==> config.mk <==
export PLATFORM = sky130hd
export DESIGN_NAME = mod_exp_ctrl
export DESIGN_NICKNAME = d
export VERILOG_FILES = /design/src/rtl/rsa_pkg.sv /design/src/rtl/mod_exp_ctrl.sv
export SDC_FILE = /design/constraint.sdc
export NUM_CORES = 1
export LEC_CHECK = 0
export BUFFER_PORTS_ARGS = -buffer_cell sky130_fd_sc_hd__buf_2
export CORE_AREA = 2 2 144 146
export CTS_BUF_LIST = sky130_fd_sc_hd__clkbuf_4 sky130_fd_sc_hd__clkbuf_8
export CTS_CLUSTER_SIZE = 14
export DETAILED_ROUTE_END_ITERATION = 7
export DIE_AREA = 0 0 146 148
export PLACE_DENSITY = 0.84
export SETUP_SLACK_MARGIN = 0.15
export SYNTH_ARGS = -nofsm -noshare
export SYNTH_HDL_FRONTEND = slang
export SYNTH_SLANG_ARGS = --single-unit
==> constraint.sdc <==
create_clock -name clk -period 2.2 [get_ports clk]
set_input_delay 0.11 -clock clk [delete_from_list [all_inputs] [get_ports clk]]
set_output_delay 0.11 -clock clk [all_outputs]
set_load 0.005 [all_outputs]
==> src/rtl/rsa_pkg.sv <==
// Shared types and constants for the modular-exponentiation controller.
// Holds the controller state enum, word counts and operand slot indices.
package rsa_pkg;

  typedef enum logic [1:0] {
    LOAD   = 2'd0,
    START  = 2'd1,
    WAIT   = 2'd2,
    UNLOAD = 2'd3
  } state_e;

  localparam int OP_WORDS  = 6;
  localparam int RES_WORDS = 2;

  localparam int SLOT_BASE_LO = 0;
  localparam int SLOT_BASE_HI = 1;
  localparam int SLOT_MOD_LO  = 2;
  localparam int SLOT_MOD_HI  = 3;
  localparam int SLOT_EXP_LO  = 4;
  localparam int SLOT_EXP_HI  = 5;

endpackage

==> src/rtl/mod_exp_ctrl.sv <==
// Word-stream front end for the exponentiation core: load 6 operand words, launch, unload 2 result words.
// Optional zero-modulus trap enabled by MOD_EXP_CTRL_ZERO_MOD_CHECK_EN.
module mod_exp_ctrl
  import rsa_pkg::*;
#(
  parameter int WIDTH = 32
) (
  input  logic               clk,
  input  logic               reset_n,
  input  logic [WIDTH-1:0]   in_data,
  input  logic               in_valid,
  output logic               in_ready,
  output logic [WIDTH-1:0]   out_data,
  output logic               out_valid,
  input  logic               out_ready,
  output logic               busy,
  output logic               err,
  output logic [2*WIDTH-1:0] exp_base,
  output logic [2*WIDTH-1:0] exp_modulo,
  output logic [2*WIDTH-1:0] exp_exponent,
  output logic               exp_start,
  input  logic               exp_finish,
  input  logic [2*WIDTH-1:0] exp_result
);

  state_e state_q, state_d;
  logic [2:0] cnt_q, cnt_d;
  logic       idx_q, idx_d;
  logic       armed_q, armed_d;
  logic [OP_WORDS-1:0][WIDTH-1:0]  ops_q, ops_d;
  logic [RES_WORDS-1:0][WIDTH-1:0] res_q, res_d;
`ifdef MOD_EXP_CTRL_ZERO_MOD_CHECK_EN
  logic err_q, err_d;
  logic mod_zero;
  assign mod_zero = (ops_q[SLOT_MOD_LO] == '0) && (ops_q[SLOT_MOD_HI] == '0);
  assign err      = err_q;
`else
  assign err = 1'b0;
`endif

  assign exp_base     = {ops_q[SLOT_BASE_HI], ops_q[SLOT_BASE_LO]};
  assign exp_modulo   = {ops_q[SLOT_MOD_HI],  ops_q[SLOT_MOD_LO]};
  assign exp_exponent = {ops_q[SLOT_EXP_HI],  ops_q[SLOT_EXP_LO]};
  assign out_data     = res_q[idx_q];
  assign busy         = (state_q != LOAD);

  always_comb begin
    state_d   = state_q;
    cnt_d     = cnt_q;
    idx_d     = idx_q;
    armed_d   = armed_q;
    ops_d     = ops_q;
    res_d     = res_q;
    in_ready  = 1'b0;
    out_valid = 1'b0;
    exp_start = 1'b0;
`ifdef MOD_EXP_CTRL_ZERO_MOD_CHECK_EN
    err_d     = err_q;
`endif
    case (state_q)
      LOAD: begin
        in_ready = 1'b1;
        if (in_valid) begin
          ops_d[cnt_q] = in_data;
`ifdef MOD_EXP_CTRL_ZERO_MOD_CHECK_EN
          if (cnt_q == 3'd0) err_d = 1'b0;
`endif
          if (cnt_q == 3'(OP_WORDS - 1)) begin
            cnt_d   = 3'd0;
            state_d = START;
          end else begin
            cnt_d = cnt_q + 3'd1;
          end
        end
      end
      START: begin
        armed_d = 1'b0;
`ifdef MOD_EXP_CTRL_ZERO_MOD_CHECK_EN
        if (mod_zero) begin
          res_d   = '0;
          err_d   = 1'b1;
          idx_d   = 1'b0;
          state_d = UNLOAD;
        end else begin
          exp_start = 1'b1;
          state_d   = WAIT;
        end
`else
        exp_start = 1'b1;
        state_d   = WAIT;
`endif
      end
      WAIT: begin
        // First WAIT cycle may still see the previous run's finish
        if (!armed_q) begin
          armed_d = 1'b1;
        end else if (exp_finish) begin
          res_d   = exp_result;
          idx_d   = 1'b0;
          state_d = UNLOAD;
        end
      end
      UNLOAD: begin
        out_valid = 1'b1;
        if (out_ready) begin
          if (idx_q == 1'b1) begin
            idx_d   = 1'b0;
            state_d = LOAD;
          end else begin
            idx_d = 1'b1;
          end
        end
      end
      default: state_d = LOAD;
    endcase
  end

  always_ff @(posedge clk or negedge reset_n) begin
    if (!reset_n) begin
      state_q <= LOAD;
      cnt_q   <= '0;
      idx_q   <= 1'b0;
      armed_q <= 1'b0;
      ops_q   <= '0;
      res_q   <= '0;
    end else begin
      state_q <= state_d;
      cnt_q   <= cnt_d;
      idx_q   <= idx_d;
      armed_q <= armed_d;
      ops_q   <= ops_d;
      res_q   <= res_d;
    end
  end

`ifdef MOD_EXP_CTRL_ZERO_MOD_CHECK_EN
  always_ff @(posedge clk or negedge reset_n) begin
    if (!reset_n) err_q <= 1'b0;
    else          err_q <= err_d;
  end
`endif

endmodule
=== Word-level counts from Yosys, hierarchy flattened ===
Cells that the tools add are included.

* Register bits after elaboration: 263
* Latch bits: 0
* Bits in writable memories: 0
* Memory bits (read-only): 0
* Bits of input ports: 101
* Word-level logic and storage cells: 57
* Memories: 0

* Add/sub/neg operators: 1
* $mul: 0
* Div/mod/pow operators: 0
* $lt $le $gt $ge: 3
* Eq/ne operators: 10
* Shift-type cells: 0
* Multiplexer cells: 22
* Bitwise operators: 0
* Reductions and logical operators: 9

{| class="wikitable"
|+ Operators by type and width
! kind !! number
|-
| $bwmux 192 || 1
|-
| $demux 32 s3 || 1
|-
| $mux 32 || 3
|-
| $mux 2 || 6
|-
| $ne 2x2->1 const B || 6
|-
| $pmux 2 s4 || 1
|-
| $mux 1 || 7
|-
| $reduce_and 6->1 || 1
|-
| $reduce_bool 2->1 || 3
|-
| $eq 2x2->1 const B || 2
|-
| $lt 3x4->1 const B || 1
|-
| $pmux 1 s2 || 2
|-
| $reduce_and 4->1 || 1
|-
| $add 3x1->3 const B || 1
|-
| $eq 3x3->1 const B || 1
|-
| $ge 3x1->1 const B || 1
|-
| $mux 3 || 1
|-
| $reduce_and 3->1 || 1
|-
| $eq 2x1->1 const B || 1
|-
| $logic_not 2->1 || 1
|-
| $lt 1x2->1 const B || 1
|-
| $reduce_and 2->1 || 1
|-
| $logic_and 1x1->1 || 1
|}

=== Depth between registers and ports, before layout ===
* Depth after elaboration: 5
* Mapped depth: 7

=== Least setup slack after synthesis ===
No wires, ideal clock.

* Path type: register to register
* From: register state_q[0]
* To: register ops_q (netlist bit exp_modulo[35])
* Setup time: 0.125 ns
* Arrival time: 1.778 ns
* Slack: 0.297 ns
* Cell stages (with the launch flop): 7
* Path buffers: 1
* Clock period less this slack: 1.903 ns
* Path through: dfrtp_1 > inv_1 > ha_1 > nand3_2 > nor3b_4 > buf_6 > mux2_2

* Cells in the longest elaborated chain, start to end: 2

{| class="wikitable"
|+ Ends and longest elaborated chain
! what !! RTL line !! text
|-
| start: declaration || mod_exp_ctrl.sv:26 || <nowiki>state_e state_q, state_d;</nowiki>
|-
| start signal: assignment || mod_exp_ctrl.sv:127 || <nowiki>state_q <= state_d;</nowiki>
|-
| $logic_not 2->1 || mod_exp_ctrl.sv:60 || <nowiki>case (state_q)</nowiki>
|-
| $reduce_and 2->1 (no line) || n/a ||
|-
| end signal: assignment || mod_exp_ctrl.sv:131 || <nowiki>ops_q <= ops_d;</nowiki>
|-
| end: declaration || mod_exp_ctrl.sv:30 || <nowiki>logic [OP_WORDS-1:0][WIDTH-1:0] ops_q, ops_d;</nowiki>
|}

Every way passes these cells.
A chain may end at the register's enable or synchronous reset.

=== Worst setup path after layout ===
* From: register idx_q
* To: output port out_data[5]

* Cells in the longest elaborated chain, start to end: 2

{| class="wikitable"
|+ Ends and longest elaborated chain
! what !! RTL line !! text
|-
| start: declaration || mod_exp_ctrl.sv:28 || <nowiki>logic idx_q, idx_d;</nowiki>
|-
| start signal: assignment || mod_exp_ctrl.sv:129 || <nowiki>idx_q <= idx_d;</nowiki>
|-
| $mux 32 (implied by the code) (2 in a row) || mod_exp_ctrl.sv:44 || <nowiki>assign out_data = res_q[idx_q];</nowiki>
|-
| end: declaration || mod_exp_ctrl.sv:13 || <nowiki>output logic [WIDTH-1:0] out_data,</nowiki>
|}

Every way passes these cells. The select of a mux whose other input is x is not followed.

==> flow_summary.yaml <==
outcome:
  status: "complete, no violations"
placement:
  dp_slack_ns: 0.263
  gp_congestion: 0.765
  hpwl_mm: 17.2
  post_dp_cell_area_sq_um: 12500
  io_buffers: 328
logic_synthesis:
  syn_inst: 618
  synth-seq-cells: 263
  ys_warn_count: 0
  yosys.cell_types.count: 31
  synth_top_area_share: 0.631
  async_flop_share: 1.00
  mappedNetlistArea_sq_um: 10400
  syn_nets: 724
  yosysTopAreaCell: "dfrtp_1"
  synth_top_flop_cell: "dfrtp_1"
  synth.area.top_cells: "dfrtp_1 63%, mux2_2 28%, mux2_4 4.3%"
  seq_area_frac_synth: 0.631
  synth_edf_count: 0
  syn_area_per_cell_sq_um: 16.9
detailed_routing:
  route.detailed.drc: 0
  routed_wl_mm: 29.2
  dr.pass1.iters: 4
  via_per_inst: 5.21
  drt_iter0_markers: 172
  detail-route-antenna-nets: 0
  via_count: 7220
  wire_per_inst_um: 21.1
timing:
  rsz0062_at_grt: "false"
  timing.final.crit_share: 0.880
  drv_slew: 0
  skew_ns: 0.0167
  final_hold_viol_count: 0
  setup_viol: 0
  maxSlewHeadroom: 0.638
  post-route-min-period_ns: 1.94
  tightest_slew_ns: 0.543
  setup-tns-final_ns: 0
  max_freq_ghz: 0.517
  fin_ws_ns: 0.264
finish:
  n_fill_cell: 1317
  design_area_sq_um: 14500
  layout.nets: 1190
  area_growth_syn_to_layout_pct: 39.2
  drive_above_1_share: 0.648
setup_path:
  required_ns: 2.09
  path_cells: "buf_6 -> mux2_2 -> buf_2"
  path_buf_inv: 2
  startpoint_type: "flop"
  cp.arrival_ns: 1.83
  worstReg2RegStart: "state_q[0]$_DFFE_PN0P_"
  crit_path_start: "idx_q$_DFFE_PN0P_"
  slowest_stage: "dfrtp_1"
  crit_type: "reg2out"
  path_delay_family: "buffers and inverters"
  end_kind: "output pin"
  cp_max_fo: 32
  cpPeakStageDelay_ns: 0.41
clock_tree:
  clockRootBuffer: "clkbuf_8"
  clock-sinks: 263
  clkTransAtPathRegs_ns: 0.06
  clock_latency_ns: 0.54
  cts_tree: "done"
  htree_num_levels: 2
  numCtsBuffers: 43
  cts_max_path_buffers: 3
pwr:
  finalPower_w: 0.0194
  leakagePower_nw: 7.48
  power_density_nw_per_um2: 1340
  ir_drop_v: 0.000908
floorplanning:
  die_width_um: 146
  die_area_sq_um: 21600
  initial_core_util: 0.521
  die_h_um: 148
  design.portCount: 330
  core_area_sq_um: 20000
  rows: 52
run:
  maxCapViolCount: 0
global_routing:
  antenna_found_initial: 3
  gr-usage-all-layers: 0.267
  overflow: 0
  grt_pass1_vias: 8037
  grt_pass1_wl_mm: 45.0
  grt_max_degree: 69
hold_path:
  min_from: "exp_finish"
  hold_path.class: "in2reg"
[sequential cells by signal, indices dropped and copies added (netlist names)]
| signal | count |
|---|---|
| exp_exponent | 64 |
| armed_q | 1 |
| exp_modulo | 64 |
| state_q | 2 |
| cnt_q | 3 |
| exp_base | 64 |
| res_q | 64 |
| idx_q | 1 |
[report_power, final]
group          total [W]  internal, W  switching [W]
registers        0.00823      0.00697        0.00125
clock network    0.00454      0.00266        0.00188
logic            0.00667      0.00395        0.00273
[final cells by class]
cell class                 count  area, sq um  area share
inverter                       3         11.3    0.000776
clock inverter                 4         45.0     0.00310
sequential                   263         6580       0.453
clock buffer                  71          890      0.0613
multi-input combinational    321         3660       0.252
antenna                        3         7.51    0.000517
tap                          270          338      0.0233
timing repair buffer         452         2980       0.205
[what timing repair did]
item / in CTS / in global routing
hold buffers: 99 / 0
gates cloned: 0 / 2
pin swaps: 0 / 1
gates resized for setup: 1 / 2
endpoints found under the setup margin: 2 / 32
setup buffers: 0 / 2
hold endpoints to repair: 355 / 0
[metal layers]
layer	global-route usage	vias up	routed length, um	part of all wire
met5	0	-	0	0
met4	0.105	0	970	0.033
met3	0.0840	77	2260	0.077
met2	0.460	325	14800	0.51
met1	0.315	3664	11200	0.38
li1	-	3154	-	-
[worst min-delay path: cells and delay by family]
kind | cells | cell delay, ns
buf+inv | 1 | 0.10
compound gates | 3 | 0.42
[placed cells by master (no fill, tap or decap), types with 2 or more instances in the layout]
master	n
buf_2	327
dfrtp_1	263
mux2_2	257
dlygate4sd3_1	99
clkbuf_8	57
mux2_4	30
clkbuf_4	14
buf_4	12
buf_12	10
ha_1	4
diode_2	3
inv_1	3
mux2_1	3
clkinv_2	3
nand4b_1	2
nand3_2	2
nand2_1	2
a21o_1	2
nand2b_1	2
buf_6	2
[cells by family (layout without fill, tap and decap cells)]
family | after synthesis | after routing | synth area share
compound gates | 7 | 7 | 0.00504
xor+xnor | 1 | 1 | 0.000840
fa+ha+maj | 5 | 5 | 0.00600
buf+inv | 34 | 530 | 0.0200
flops | 263 | 263 | 0.631
mux | 291 | 291 | 0.325
other cells | 1 | 4 | 0.000359
simple gates | 16 | 16 | 0.0120
[metrics by stage]
step                      hold WS [ns]  std cells  utilization
after floorplan                 -0.186        618            -
after global placement           0.112       1206        0.625
after detailed placement         0.121       1206        0.625
after CTS                        0.108       1380        0.721
after global routing             0.198       1387        0.724
final                            0.134       1387        0.724
[synth_stat cells, types with 2 or more instances]
cell	n
a21o_1	2
buf_1	3
buf_2	20
buf_6	7
dfrtp_1	263
ha_1	5
inv_1	3
mux2_1	3
mux2_2	257
mux2_4	30
nand2_1	2
nand2b_1	2
nand3_1	2
nand4b_1	2
[worst paths after layout]
kind	slack (ns)	end	depth (start not counted)
setup / recovery	0.26	out_data[5]	3
hold / removal	0.13	idx_q$_DFFE_PN0P_	4
setup reg to reg	0.27	exp_modulo[42]$_DFFE_PN0P_	7
hold reg to reg	0.48	exp_modulo[61]$_DFFE_PN0P_	1
max in group asynchronous	1.30	exp_modulo[5]$_DFFE_PN0P_	3
min in group asynchronous	0.18	res_q[41]$_DFFE_PN0P_	2
(Power assumes the default switching activity.)
